### config.mk
export PLATFORM = sky130hd
export DESIGN_NAME = uart_tx_arbiter_flat
export DESIGN_NICKNAME = d
export VERILOG_FILES = /design/src/rtl/uart_arb_pkg.sv /design/src/rtl/uart_tx_arbiter_if.sv /design/src/rtl/uart_rr_pick.sv /design/src/rtl/uart_tx_arbiter.sv /design/src/flat_wrapper.sv
export SDC_FILE = /design/constraint.sdc
export NUM_CORES = 1
export LEC_CHECK = 0
export BUFFER_PORTS_ARGS = -buffer_cell sky130_fd_sc_hd__buf_2
export CAP_MARGIN = 30
export CORE_MARGIN = 3
export CORE_UTILIZATION = 37
export DETAILED_ROUTE_END_ITERATION = 6
export MAX_ROUTING_LAYER = met4
export PLACE_DENSITY = 0.88
export SLEW_MARGIN = 20
export SYNTH_ARGS = -nofsm -noshare
export SYNTH_HDL_FRONTEND = slang
export SYNTH_SLANG_ARGS = --single-unit
### constraint.sdc
create_clock -name clk -period 2 [get_ports clk]
set_input_delay 0.3 -clock clk [delete_from_list [all_inputs] [get_ports clk]]
set_output_delay 0.3 -clock clk [all_outputs]
set_load 0.03 [all_outputs]
### src/rtl/uart_arb_pkg.sv
// Shared constants for the packet-atomic UART transmit arbiter.
// Defines FSM state encodings, the tag base byte and the requester limit.
package uart_arb_pkg;

    localparam logic [1:0] ST_IDLE = 2'd0;
    localparam logic [1:0] ST_HDR  = 2'd1;
    localparam logic [1:0] ST_SEND = 2'd2;

    localparam logic [7:0] TAG_BASE = 8'hF0;
    localparam int         MAX_REQ  = 16;

endpackage

### src/rtl/uart_tx_arbiter_if.sv
// Requester byte streams plus the uart_tx byte handshake.
// The master modport is the arbiter's view; slave is the requester/uart_tx side.
interface uart_tx_arbiter_if #(
    parameter int NUM_REQ = 4
);
    logic [NUM_REQ-1:0]   req_valid;
    logic [NUM_REQ*8-1:0] req_data;
    logic [NUM_REQ-1:0]   req_last;
    logic [NUM_REQ-1:0]   req_ready;
    logic [7:0]           tx_data;
    logic                 tx_req;
    logic                 tx_cts;
    logic                 tx_idle;

    modport master (
        input  req_valid, req_data, req_last, tx_cts, tx_idle,
        output req_ready, tx_data, tx_req
    );

    modport slave (
        output req_valid, req_data, req_last, tx_cts, tx_idle,
        input  req_ready, tx_data, tx_req
    );
endinterface

### src/rtl/uart_rr_pick.sv
// Round-robin picker: first set bit of valid at or after ptr, wrapping.
// Purely combinational, zero latency; no backpressure.
module uart_rr_pick #(
    parameter int NUM_REQ = 4,
    localparam int ID_BITS = $clog2(NUM_REQ)
) (
    input  logic [NUM_REQ-1:0] valid,
    input  logic [ID_BITS-1:0] ptr,
    output logic               found,
    output logic [ID_BITS-1:0] idx
);
    // Scan from the farthest offset down so the nearest hit wins.
    always_comb begin
        found = 1'b0;
        idx   = '0;
        for (int k = NUM_REQ - 1; k >= 0; k--) begin
            if (valid[(int'(ptr) + k) % NUM_REQ]) begin
                found = 1'b1;
                idx   = ID_BITS'((int'(ptr) + k) % NUM_REQ);
            end
        end
    end
endmodule

### src/rtl/uart_tx_arbiter.sv
// Packet-atomic round-robin share of one uart_tx; optional tag byte via UART_TX_ARBITER_TAG_EN.
// Latency: first tx_req one cycle after a request is seen idle; data/req pass through combinationally.
// Backpressure: tx_cts gates req_ready of the granted requester only; others wait.
module uart_tx_arbiter
    import uart_arb_pkg::*;
#(
    parameter int NUM_REQ = 4,
    localparam int ID_BITS = $clog2(NUM_REQ)
) (
    input  logic                   clk,
    input  logic                   rst_n,
    uart_tx_arbiter_if.master      bus,
    output logic [ID_BITS-1:0]     grant_id,
    output logic                   busy
);
    logic [1:0]         state_q, state_d;
    logic [ID_BITS-1:0] grant_q, grant_d;
    logic [ID_BITS-1:0] rr_ptr_q, rr_ptr_d;
    logic               pick_found;
    logic [ID_BITS-1:0] pick_idx;
    logic [7:0]         gnt_data;
    logic               gnt_valid;
    logic               gnt_last;

    uart_rr_pick #(.NUM_REQ(NUM_REQ)) u_pick (
        .valid (bus.req_valid),
        .ptr   (rr_ptr_q),
        .found (pick_found),
        .idx   (pick_idx)
    );

    assign gnt_data  = bus.req_data[{grant_q, 3'b000} +: 8];
    assign gnt_valid = bus.req_valid[grant_q];
    assign gnt_last  = bus.req_last[grant_q];

    always_comb begin
        state_d       = state_q;
        grant_d       = grant_q;
        rr_ptr_d      = rr_ptr_q;
        bus.tx_req    = 1'b0;
        bus.tx_data   = 8'h00;
        bus.req_ready = '0;
        case (state_q)
            ST_IDLE: begin
                if (pick_found) begin
                    grant_d = pick_idx;
`ifdef UART_TX_ARBITER_TAG_EN
                    state_d = ST_HDR;
`else
                    state_d = ST_SEND;
`endif
                end
            end
`ifdef UART_TX_ARBITER_TAG_EN
            ST_HDR: begin
                bus.tx_req  = 1'b1;
                bus.tx_data = TAG_BASE | 8'(grant_q);
                if (bus.tx_cts) state_d = ST_SEND;
            end
`endif
            ST_SEND: begin
                bus.tx_req             = gnt_valid;
                bus.tx_data            = gnt_data;
                bus.req_ready[grant_q] = bus.tx_cts;
                // Grant is held across valid gaps; only the last byte releases it.
                if (gnt_valid && bus.tx_cts && gnt_last) begin
                    state_d  = ST_IDLE;
                    rr_ptr_d = (grant_q == ID_BITS'(NUM_REQ - 1)) ? '0
                                                                  : grant_q + ID_BITS'(1);
                end
            end
            default: state_d = ST_IDLE;
        endcase
    end

    always_ff @(posedge clk or negedge rst_n) begin
        if (!rst_n) begin
            state_q  <= ST_IDLE;
            grant_q  <= '0;
            rr_ptr_q <= '0;
        end else begin
            state_q  <= state_d;
            grant_q  <= grant_d;
            rr_ptr_q <= rr_ptr_d;
        end
    end

    assign grant_id = grant_q;
    assign busy     = (state_q != ST_IDLE) || !bus.tx_idle;

endmodule

### src/flat_wrapper.sv
// flat-port wrapper written by rule: the top's interface ports become plain ports
module uart_tx_arbiter_flat import uart_arb_pkg::*;
#(
    parameter int NUM_REQ = 4,
    localparam int ID_BITS = $clog2(NUM_REQ)
)
  (clk, rst_n, grant_id, busy, bus_req_valid, bus_req_data, bus_req_last, bus_tx_cts, bus_tx_idle, bus_req_ready, bus_tx_data, bus_tx_req);
  uart_tx_arbiter_if #(.NUM_REQ(NUM_REQ)) bus_i ();
  input  logic clk;
  input  logic rst_n;
  output logic [ID_BITS-1:0] grant_id;
  output logic busy;
  input wire logic [$bits(bus_i.req_valid)-1:0] bus_req_valid;
  input wire logic [$bits(bus_i.req_data)-1:0] bus_req_data;
  input wire logic [$bits(bus_i.req_last)-1:0] bus_req_last;
  input wire logic [$bits(bus_i.tx_cts)-1:0] bus_tx_cts;
  input wire logic [$bits(bus_i.tx_idle)-1:0] bus_tx_idle;
  output wire logic [$bits(bus_i.req_ready)-1:0] bus_req_ready;
  output wire logic [$bits(bus_i.tx_data)-1:0] bus_tx_data;
  output wire logic [$bits(bus_i.tx_req)-1:0] bus_tx_req;
  assign bus_i.req_valid = bus_req_valid;
  assign bus_i.req_data = bus_req_data;
  assign bus_i.req_last = bus_req_last;
  assign bus_i.tx_cts = bus_tx_cts;
  assign bus_i.tx_idle = bus_tx_idle;
  assign bus_req_ready = bus_i.req_ready;
  assign bus_tx_data = bus_i.tx_data;
  assign bus_tx_req = bus_i.tx_req;
  uart_tx_arbiter #(.NUM_REQ(NUM_REQ)) u_core (.clk(clk), .rst_n(rst_n), .bus(bus_i), .grant_id(grant_id), .busy(busy));
endmodule
# Word level (Yosys, flattened, before mapping)
# Index checks and enable logic that the tools add are counted.
# Widths: inputs -> output; s select.
[classes]
add_sub_neg = 4
n_lt_le_gt_ge = 6
eq_ne = 4
shift = 1
muxes = 32
bitwise = 4
n_reduce_logical = 13
[op_table]
columns = ["op", "count"]
rows = [
  ["$shiftx 32x6->8", 1],
  ["$mux 1", 15],
  ["$mux 2", 7],
  ["$bmux 1 s2", 6],
  ["$lt 3x4->1 const B", 3],
  ["$mux 8", 1],
  ["$lt 2x3->1 const B", 2],
  ["$reduce_and 2->1", 3],
  ["$reduce_or 2->1", 3],
  ["$add 2x1->2 const B", 2],
  ["$add 2x2->2 const B", 2],
  ["$and 4x4->4", 1],
  ["$eq 2x2->1 const B", 2],
  ["$mux 4", 1],
  ["$ne 2x1->1 const B", 2],
  ["$pmux 2 s2", 1],
  ["$and 1x1->1 const A", 3],
  ["$logic_and 1x1->1", 3],
  ["$demux 1 s2", 1],
  ["$ge 2x1->1 const B", 1],
  ["$logic_not 2->1", 1],
  ["$reduce_bool 2->1", 1],
  ["$logic_not 1->1", 1],
  ["$logic_or 1x1->1", 1],
]
[totals]
register_bits = 6
inputBits = 44
output_inout_bits = 16
elab_cells = 67

# Logic depth before layout (Yosys ltp)
[depth]
word_depth = 12
ltp_mapped = 5
ltp_nobuf = 4

# Cells and area by module
# Synthesis repeated with hierarchy kept, for this count alone.
[hier_totals]
cells_unflattened = 65
area_unflattened_um2 = 680.7
[by_module_without_submodules]
columns = ["module", "n_inst", "cells_per_inst", "area_per_inst_um2", "seq_area_each_um2"]
rows = [
  ["uart_tx_arbiter", 1, 52, 603.1, 125.1],
  ["uart_rr_pick", 1, 13, 77.6, 0.0],
]

# Least setup slack after synthesis
# Ideal clock, no wire load.
[synth_timing]
path_type = "flip-flop to output port"
start = "register u_core.grant_q[0] (netlist: u_core.grant_id[0])"
end = "output port bus_tx_data[0]"
arrival_time_ps = 1587
required_ps = 1700
path_slack_ps = 113
stages_incl_launch_ff = 5
n_path_buf = 2
cell_sequence = "dfrtp_1 > buf_6 > buf_12 > mux4_2 > and2_1"
[synth_via]
elab_chain_len = 2
[synth_lines]
columns = ["item", "line_no", "rtl"]
rows = [
  ["from (decl)", "uart_tx_arbiter.sv:17", "logic [ID_BITS-1:0] grant_q, grant_d;"],
  ["from (signal assigned)", "uart_tx_arbiter.sv:83", "grant_q <= grant_d;"],
  ["$shiftx 32x6->8", "uart_tx_arbiter.sv:32", "assign gnt_data = bus.req_data[{grant_q, 3'b000} +: 8];"],
  ["$mux 8", "uart_tx_arbiter.sv:43", "case (state_q)"],
  ["to (decl)", "flat_wrapper.sv:19", "output wire logic [$bits(bus_i.tx_data)-1:0] bus_tx_data;"],
]
# Every way passes these cells.

# Worst setup path in the final report
[layout_timing]
start = "register u_core.grant_q[0] (netlist: u_core.grant_id[0])"
end = "output port bus_tx_req"
[layout_via]
elab_chain_len = 3
[layout_lines]
columns = ["item", "line_no", "rtl"]
rows = [
  ["$bmux 1 s2", "uart_tx_arbiter.sv:33", "assign gnt_valid = bus.req_valid[grant_q];"],
  ["$mux 1 (implied by the code)", "uart_tx_arbiter.sv:33", ""],
  ["$mux 1", "uart_tx_arbiter.sv:43", ""],
  ["to (decl)", "flat_wrapper.sv:20", "output wire logic [$bits(bus_i.tx_req)-1:0] bus_tx_req;"],
]
# Every way passes these cells. The select of a mux whose other input is x is not followed.

==> results.toml <==
[setup_path]
worst_setup_endpoint = "bus_tx_req"
critPathCaptureType = "output pin"
critPathMaxFanout = 7
rrSetupSlack_ns = 0.37
timing.critical_path.arrival_ns = 1.63
required_time_of_the_worst_setup_path_ns = 1.70
worst-setup-path-type = "reg -> out"
worst_r2r_endpoint = "u_core.rr_ptr_q[0]"
worst-r2r-cell-count = 5
crit-reg2reg-launch = "u_core.grant_id[0]"
worstSetupStartpointType = "register"
cp-startpoint = "u_core.grant_id[0]"

[finish]
utilization = 0.649
layout_commonest_cell = "buf_2"
nFillCells = 149
area.sequential_um2 = 126
final_instance_count_without_filler_cells = 155
flow.area_growth_from_synthesis_pct = 53.4
fraction_of_layout_instances_using_a_drive_strength_above_1 = 0.603
n_antenna_cell = 0
area_of_combinational_cells_with_multiple_inputs_um2 = 505
layout.cells.most_common_list = "buf_2, and2_1, mux4_2"
design.final.nets = 180

[floorplanning]
boundaryPins = 60
die-area_um2 = 2420
placeable_area_um2 = 1630
start_util = 0.423
row_count = 14
floorplan.die.height_um = 49.2
dieWidth_um = 49.2

[synthesis]
post_synth_main_area_contributors = "mux4_2, dfrtp_1, and2_1"
seq_cells_post_synth = 5
synth_top_area_cell = "mux4_2"
synth_warnings = 0
mappedNetlistNets = 114
synth.cell_area_um2 = 689
synth_sequential_area_ratio = 0.181
netlist.area_leader.share = 0.261
syn_inst = 66
postSynthAreaPerCell_um2 = 10.4
synth_cell_type_count = 24

[clock_network]
htreeDepth = 1
path_clk_slew_ns = 0.05
cts_tree = "yes"
root_buffer = "clkbuf_4"
cts_buffers = 3
clkSinkCount = 5
clk-insertion-delay-late_ns = 0.25
max-clock-path-buffers = 2

[power]
irDropWorstVdd_uv = 733
power_per_cell_area_nw_per_um2 = 1320
leakage_nw = 0.554

[route]
postRouteWirelength_mm = 2.17
routed-via-count = 796
drc = 0
detailedRoute.firstPassIterationCount = 4
vias_per_cell = 5.14
route.detailed.wl_per_inst_um = 14.0
initialDrtViolationCount = 20
antenna_violating_nets_post_route = 0

[timing]
slew_violations = 0
min_period_ns = 1.93
worst_pin_slew_ns = 0.509
relSlewSlack = 0.657
setup_violations = 0
grt_setup_unrepaired = "true"
fin_crit_sh = 0.966
timing_hold_violations_final = 0
fmax_mhz = 518
finalClockSkew_ns = 0.00326

[grt]
grt_pass1_vias = 817
pin_count_of_the_biggest_net_entering_global_routing = 19
grt_first_pass_wirelength_mm = 3.65
grtUsageTotal = 0.195
grt_antenna_before_repair = 0
grt-ovfl-total = 0

[outcome]
outcome = "finished clean"

[place]
detailed_place_hpwl_mm = 1.80
portBuffers = 59
numPlacedInstances = 148
gp_congestion = 0.842

[hold_path]
timing.hold.worst.class = "in -> reg"

[run]
maxCapViolations = 0
-- where the power goes --
group	total (W)	leakage, nW	internal (W)	switching, W
registers	0.000214	0.0571	0.000147	0.0000668
logic	0.00106	0.482	0.000473	0.000589
clock network	0.000120	0.0150	0.0000756	0.0000443
-- sequential cells by signal, summed over array words and instances (netlist names) --
name             flops
u_core.state_q       1
u_core.grant_id      2
u_core.rr_ptr_q      2
-- kinds of logic (layout without fill, tap and decap cells) --
family,Yosys count,count (layout),synth area share
flip-flops,5,5,0.181
AO/OA/AOI/OAI,12,12,0.107
AND/OR/NAND/NOR,22,22,0.178
buffers and inverters,9,74,0.0853
multiplexers,14,14,0.376
adder cells (fa/ha/maj),4,4,0.0726
-- how the worst min path moves through the flow --
stage / from / end / slack [ns] / cells past startpoint
floorplan: rst_n / u_core.grant_id[0] / 0.004 / 0
global placement: rst_n / u_core.rr_ptr_q[0] / 0.12 / 1
detailed placement: rst_n / u_core.rr_ptr_q[1] / 0.12 / 1
CTS: rst_n / u_core.state_q[1] / 0.39 / 2
global route: rst_n / u_core.state_q[1] / 0.41 / 2
finish: bus_req_valid[3] / u_core.grant_id[1] / 0.39 / 3
-- synthesized netlist by cell type --
| cell type | instances |
|---|---|
| inv_1 | 5 |
| o22ai_1 | 1 |
| a21oi_1 | 2 |
| clkbuf_1 | 1 |
| dfrtp_1 | 5 |
| buf_6 | 1 |
| mux2_2 | 2 |
| buf_12 | 1 |
| o41ai_1 | 1 |
| mux2i_1 | 3 |
| and3_1 | 4 |
| nor2_1 | 2 |
| nand2_1 | 3 |
| mux4_2 | 8 |
| nor3_1 | 2 |
| ha_1 | 4 |
| nor2b_1 | 1 |
| a21boi_0 | 2 |
| mux4_1 | 1 |
| buf_2 | 1 |
| and2_1 | 9 |
| o21ai_0 | 5 |
| nor4_1 | 1 |
| o21ai_2 | 1 |
-- cell type report --
cell class                 instances  area share
inverter                           5      0.0178
sequential                         5       0.120
clock buffer                       4      0.0249
multi-input combinational         52       0.478
tap                               24      0.0284
timing repair buffer              65       0.331
-- worst max-delay path: stages, from the launching register on --
cell	delay [ns]
dfrtp_2	0.43
buf_4	0.15
buf_4	0.15
mux4_2	0.31
and2_1	0.17
buf_2	0.17
-- per-layer routing --
| metal | track usage | share of wire |
|---|---|---|
| met3 | 0.0673 | 0.12 |
| met4 | 0.0427 | 0.0041 |
| met1 | 0.183 | 0.35 |
| met2 | 0.375 | 0.52 |
| met5 | - | 0 |
-- metrics by stage --
step	total power [W]	hold slack, ns	area, µm²	TNS, ns	setup slack [ns]
after floorplan	0.00100	0.00441	689	0	0.113
after global placement	0.00121	0.116	997	0	0.222
after detailed placement	0.00124	0.120	997	0	0.179
after CTS	0.00137	0.393	1040	0	0.0159
after global routing	0.00151	0.408	1060	-0.00725	-0.00725
final	0.00140	0.386	1060	0	0.0684
-- timing repair --
action | in CTS | in global routing
hold buffers | 1 | 0
endpoints found under the setup margin | 5 | 5
hold endpoints to repair | 5 | 0
setup buffers | 0 | 2
gates resized for setup | 2 | 1
pin swaps | 0 | 0
(Power assumes the default switching activity.)
